--- src/rtl/dma_read_initiator.sv ---
// dma_read_initiator: Wishbone read initiator for the SDRAM DMA window.
// A cfg_start pulse latches a word-aligned byte address and a word count. The block then
// issues one single-word read at a time to {9'h0F0, addr}. Each returned word goes into a
// local FIFO, which the consumer drains through a valid/ready stream.
// Ports:
//   clk, rst             clock; synchronous active-high reset
//   cfg_start/addr/len   transfer request (accepted only when idle)
//   cfg_abort            finish after the word currently in flight
//   busy, done, err      status (done is a 1-cycle pulse, err is a sticky timeout flag)
//   words_done           words captured for the current or last transfer
//   stat_burst_hits      acks that arrived with dma_burst_valid_i set
//   dma_wbs_*            Wishbone initiator port (read-only)
//   m_data/valid/ready   output stream (FIFO head)
module dma_read_initiator #(
  parameter int unsigned FIFO_DEPTH = 8,
  parameter int unsigned TIMEOUT    = 255,
  parameter int unsigned LEN_W      = 16
) (
  input  logic             clk,
  input  logic             rst,
  input  logic             cfg_start,
  input  logic [22:0]      cfg_addr,
  input  logic [LEN_W-1:0] cfg_len,
  input  logic             cfg_abort,
  output logic             busy,
  output logic             done,
  output logic             err,
  output logic [LEN_W-1:0] words_done,
  output logic             dma_wbs_cyc_o,
  output logic             dma_wbs_stb_o,
  output logic             dma_wbs_we_o,
  output logic [31:0]      dma_wbs_adr_o,
  input  logic             dma_wbs_ack_i,
  input  logic [31:0]      dma_wbs_dat_i,
  input  logic             dma_burst_valid_i,
  output logic [LEN_W-1:0] stat_burst_hits,
  output logic [31:0]      m_data,
  output logic             m_valid,
  input  logic             m_ready
);

  localparam int unsigned PtrW    = (FIFO_DEPTH > 1) ? $clog2(FIFO_DEPTH) : 1;
  localparam int unsigned CntW    = PtrW + 1;
  localparam int unsigned TmoW    = (TIMEOUT > 1) ? $clog2(TIMEOUT) : 1;
  localparam int unsigned TmoLast = (TIMEOUT == 0) ? 0 : TIMEOUT - 1;

  typedef enum logic [1:0] {StIdle, StGap, StReq, StFin} state_e;

  state_e           state_q;
  logic [22:0]      addr_q;
  logic [LEN_W-1:0] remaining_q;
  logic             abort_q;
  logic [TmoW-1:0]  tmo_q;

  logic [31:0]      mem [FIFO_DEPTH];
  logic [PtrW-1:0]  wptr_q, rptr_q;
  logic [CntW-1:0]  count_q;
  logic             push, pop;

  // Address bits [1:0] are forced to zero; the reads are word-aligned.
  logic unused_addr_bits;
  assign unused_addr_bits = ^cfg_addr[1:0];

  assign dma_wbs_we_o = 1'b0;

  // Only an ack for the read in flight is captured; stray acks are ignored.
  assign push = (state_q == StReq) && dma_wbs_ack_i;
  assign pop  = m_valid && m_ready;

  always_comb begin
    m_valid = (count_q != '0);
    m_data  = m_valid ? mem[rptr_q] : 32'd0;
  end

  always_ff @(posedge clk) begin
    if (rst) begin
      state_q         <= StIdle;
      addr_q          <= '0;
      remaining_q     <= '0;
      abort_q         <= 1'b0;
      tmo_q           <= '0;
      busy            <= 1'b0;
      done            <= 1'b0;
      err             <= 1'b0;
      words_done      <= '0;
      stat_burst_hits <= '0;
      dma_wbs_cyc_o   <= 1'b0;
      dma_wbs_stb_o   <= 1'b0;
      dma_wbs_adr_o   <= '0;
    end else begin
      done <= 1'b0;
      unique case (state_q)
        StIdle: begin
          if (cfg_start) begin
            addr_q          <= {cfg_addr[22:2], 2'b00};
            remaining_q     <= cfg_len;
            words_done      <= '0;
            stat_burst_hits <= '0;
            err             <= 1'b0;
            abort_q         <= 1'b0;
            busy            <= 1'b1;
            state_q         <= (cfg_len == '0) ? StFin : StGap;
          end
        end
        StGap: begin
          if ((remaining_q == '0) || abort_q || cfg_abort) begin
            state_q <= StFin;
          end else if (count_q < CntW'(FIFO_DEPTH)) begin
            // Space is reserved here, so the push on ack can never overflow.
            state_q       <= StReq;
            dma_wbs_cyc_o <= 1'b1;
            dma_wbs_stb_o <= 1'b1;
            dma_wbs_adr_o <= {9'h0F0, addr_q};
            tmo_q         <= '0;
          end
        end
        StReq: begin
          if (cfg_abort) abort_q <= 1'b1;
          if (dma_wbs_ack_i) begin
            dma_wbs_cyc_o <= 1'b0;
            dma_wbs_stb_o <= 1'b0;
            addr_q        <= addr_q + 23'd4;
            remaining_q   <= remaining_q - LEN_W'(1);
            words_done    <= words_done + LEN_W'(1);
            if (dma_burst_valid_i) stat_burst_hits <= stat_burst_hits + LEN_W'(1);
            state_q       <= StGap;
          end else if ((TIMEOUT != 0) && (tmo_q == TmoW'(TmoLast))) begin
            err           <= 1'b1;
            dma_wbs_cyc_o <= 1'b0;
            dma_wbs_stb_o <= 1'b0;
            state_q       <= StFin;
          end else begin
            tmo_q <= tmo_q + TmoW'(1);
          end
        end
        StFin: begin
          done    <= 1'b1;
          busy    <= 1'b0;
          state_q <= StIdle;
        end
        default: state_q <= StIdle;
      endcase
    end
  end

  always_ff @(posedge clk) begin
    if (push) mem[wptr_q] <= dma_wbs_dat_i;
  end

  always_ff @(posedge clk) begin
    if (rst) begin
      wptr_q  <= '0;
      rptr_q  <= '0;
      count_q <= '0;
    end else begin
      if (push) wptr_q <= wptr_q + PtrW'(1);
      if (pop)  rptr_q <= rptr_q + PtrW'(1);
      unique case ({push, pop})
        2'b10:   count_q <= count_q + CntW'(1);
        2'b01:   count_q <= count_q - CntW'(1);
        default: count_q <= count_q;
      endcase
    end
  end

endmodule

--- config.mk ---
export PLATFORM = sky130hd
export DESIGN_NAME = dma_read_initiator
export DESIGN_NICKNAME = d
export VERILOG_FILES = /design/src/rtl/dma_read_initiator.sv
export SDC_FILE = /design/constraint.sdc
export NUM_CORES = 1
export LEC_CHECK = 0
export ABC_AREA = 0
export CORE_ASPECT_RATIO = 0.5
export CORE_MARGIN = 2
export CORE_UTILIZATION = 50
export CTS_CLUSTER_SIZE = 25
export DETAILED_ROUTE_END_ITERATION = 6
export DONT_BUFFER_PORTS = 1
export GPL_TIMING_DRIVEN = 0
export PLACE_DENSITY = 0.65
export SLEW_MARGIN = 25
export SYNTH_ARGS = -nofsm -noshare
export SYNTH_HDL_FRONTEND = slang
export SYNTH_SLANG_ARGS = --single-unit
--- constraint.sdc ---
create_clock -name clk -period 3.9 [get_ports clk]
set_input_delay 0.195 -clock clk [delete_from_list [all_inputs] [get_ports clk]]
set_output_delay 0.195 -clock clk [all_outputs]
set_load 0.05 [all_outputs]
==> impl_metrics.env <==
export IMPL_fin_crit_ns=3.72
export IMPL_synth_ff_type="edfxtp_1"
export IMPL_rsz0062_at_grt="no"
export IMPL_synthCells=1142
export IMPL_drtIter0Drc=732
export IMPL_seq_area_frac_synth=0.638
export IMPL_drv_slew=0
export IMPL_dp_hpwl_um=25500
export IMPL_port_buffer_count=0
export IMPL_yosysTopAreaCellShare=0.487
export IMPL_post_route_util=0.603
export IMPL_numCtsBuffers=34
export IMPL_finalSetupViolCount=0
export IMPL_grt_pass1_wl_um=58200
export IMPL_slowest_stage="nor2_4"
export IMPL_ir_drop_mv=0.415
export IMPL_total_power_mw=11.4
export IMPL_row_count=45
export IMPL_worstMarginPinSlew_ns=1.01
export IMPL_hold_path_class="in2reg"
export IMPL_num_vias=10200
export IMPL_place_congestion=0.916
export IMPL_start_util=0.515
export IMPL_ant_nets=0
export IMPL_ios=181
export IMPL_drive_gt1_frac=0.150
export IMPL_synth_area_leaders="edfxtp_1 (49%), dfxtp_1 (15%), mux4_2 (9.1%)"
export IMPL_cts_sinks=375
export IMPL_synth_edf_count=256
export IMPL_skew_ns=0.0170
export IMPL_path_class="reg2reg"
export IMPL_maxSlewHeadroom=0.322
export IMPL_cts_path_max_buffers=3
export IMPL_critPathCaptureType="register"
export IMPL_async_reset_ff_frac=0
export IMPL_grt_max_degree=20
export IMPL_p_per_area_mw_per_mm2=616
export IMPL_crit_arrival_ns=3.94
export IMPL_p_leak_nw=6.10
export IMPL_drt_first_pass_iters=5
export IMPL_syn_avg_cell_area_um2=13.8
export IMPL_grt_pass1_vias=10100
export IMPL_fin_nets=1373
export IMPL_routedWlPerCell_um=21.7
export IMPL_postRouteWirelength_um=37600
export IMPL_htree_levels=2
export IMPL_core_area_mm2=0.0307
export IMPL_hold_viol=0
export IMPL_yosys_warnings=0
export IMPL_post_cts_resized=0
export IMPL_clockRootBuffer="clkbuf_16"
export IMPL_required_ns=4.12
export IMPL_path_cells="inv_1 -> ha_1 -> buf_2 -> clkbuf_1 -> buf_2 -> buf_2 -> nand3_1 -> nor2_4 -> buf_16"
export IMPL_area_growth_pct=17.1
export IMPL_vias_per_cell=5.89
export IMPL_drc_errors=0
export IMPL_antenna_found_initial=0
export IMPL_slowest_delay_ns=0.64
export IMPL_cp_common_cell="buf_2"
export IMPL_synth_distinct_cells=68
export IMPL_die_h_um=130
export IMPL_worstSkewPairLatency_ns=0.54
export IMPL_status="finished, final reports clean"
export IMPL_cts_reportedPaths_clkPinSlew_ns=0.07
export IMPL_fmax_mhz=269
export IMPL_dieArea_mm2=0.0331
export IMPL_path_max_fanout=17
export IMPL_grt_use_total=0.229
export IMPL_drv_cap=0
export IMPL_cp_start_kind="register"
export IMPL_grt_overflow=0
export IMPL_fp_dieW_um=255
export IMPL_synth_cell_area_mm2=0.0158
export IMPL_min_period_over_period=0.953
export IMPL_fin_hold_ws_ns=0.0231
export IMPL_cts_tree="done"
export IMPL_synth_seq_cells=375
export IMPL_synth_largest_area_cell="edfxtp_1"
state kept, by name (all words and copies together), names as in the netlist, named ones only:
register / flops
count_q: 4
err: 1
dma_wbs_adr_o: 22
done: 1
remaining_q: 16
stat_burst_hits: 16
addr_q: 21
busy: 1
mem: 256
tmo_q: 8
words_done: 16
wptr_q: 3
state_q: 2
dma_wbs_stb_o: 1
abort_q: 1
rptr_q: 3
path summary, 6_finish.rpt:
check / slack (ns) / to / cells past startpoint / from
setup reg to reg: 0.18 / mem[6][25] / 9 / state_q[0]
hold / removal: 0.02 / addr_q[16] / 3 / cfg_addr[16]
setup / recovery: 0.18 / mem[6][25] / 9 / state_q[0]
hold reg to reg: 0.49 / tmo_q[6] / 1 / tmo_q[6]
critical path: cells and delay by family, from the launching register on:
kind / cells / cell delay, ns
buffers and inverters: 6 / 1.81
AND/OR/NAND/NOR: 2 / 1.04
adder cells (fa/ha/maj): 1 / 0.22
flip-flops: 1 / 0.33
logic make-up (layout without fill, tap and decap cells):
| kind of cell | Yosys count | in the layout | synth area share |
|---|---|---|---|
| fa+ha+maj | 16 | 16 | 0.0127 |
| xor+xnor | 32 | 32 | 0.0177 |
| simple gates | 338 | 338 | 0.106 |
| flops | 375 | 375 | 0.638 |
| compound gates | 156 | 156 | 0.0635 |
| buf+inv | 93 | 248 | 0.0280 |
| other cells | 1 | 9 | 0.000237 |
| mux | 131 | 131 | 0.134 |
layer usage:
| layer | wire (um) | track usage | share of wire |
|---|---|---|---|
| met1 | 16200 | 0.310 | 0.43 |
| met2 | 18200 | 0.386 | 0.48 |
| met3 | 2310 | 0.0376 | 0.061 |
| met4 | 911 | 0.0696 | 0.024 |
| met5 | 0 | 0 | 0 |
cell usage in the layout, fill, tap and decap left out, types with 35 or more instances in the layout:
cell,n
dfxtp_1,119
dlygate4sd3_1,69
mux4_2,64
edfxtp_1,256
a21oi_1,46
clkbuf_16,35
mux2i_1,66
nor2_1,123
clkbuf_1,41
o21ai_0,37
nand2_1,44
cells in the mapped netlist, types with 3 or more instances:
master,number
clkbuf_1,34
nor3_1,37
xor2_1,16
nor2_1,126
nand2_1,44
nand2b_1,7
and4_1,8
nor2b_1,10
or4_1,6
o21ai_0,37
inv_1,18
and3_1,3
mux4_2,64
mux2i_1,66
o31ai_1,3
o22ai_1,5
a31oi_1,6
a211oi_1,10
dfxtp_1,119
nor4_1,10
nand4_1,16
buf_4,14
xnor2_1,16
nor4b_1,3
ha_1,16
nor3b_1,4
o221ai_1,7
and2_1,7
or3_1,13
a22oi_1,14
edfxtp_1,256
buf_2,20
nand3b_1,3
a21oi_1,46
buf_1,5
nand3_1,29
o21a_1,4
report_power, final:
part / switching, mW / internal (mW) / total [mW]
Sequential: 0.370 / 4.49 / 4.86
Combinational: 2.14 / 1.04 / 3.18
Clock: 1.47 / 1.88 / 3.35
Total: 3.98 / 7.41 / 11.4
through the flow:
| stage | setup TNS [ns] | cells | setup slack [ns] | area, um2 |
|---|---|---|---|---|
| global route | 0 | 1727 | 0.0177 | 18500 |
| detailed placement | 0 | 1596 | 0.206 | 16700 |
| CTS | 0 | 1726 | 0.202 | 18500 |
| global placement | -393.08 | 1572 | -1.87 | 16400 |
| floorplan | 0 | 1149 | 0.383 | 15800 |
| finish | 0 | 1728 | 0.182 | 18500 |
area by class of cell:
| class | instances | area, um2 |
|---|---|---|
| fill | 2390 | 12200 |
| sequential | 375 | 10100 |
| multi-input combinational | 681 | 5380 |
| timing repair buffer | 94 | 970 |
| clock buffer | 43 | 916 |
| tap | 423 | 529 |
| buffer | 75 | 374 |
| clock inverter | 18 | 184 |
| inverter | 18 | 67.6 |
| antenna | 1 | 2.50 |
timing repair:
action,CTS,global route
hold buffers,69,0
setup buffers,0,1
setup endpoints to repair,0,5
hold endpoints to repair,293,0
(Power assumes the default switching activity.)
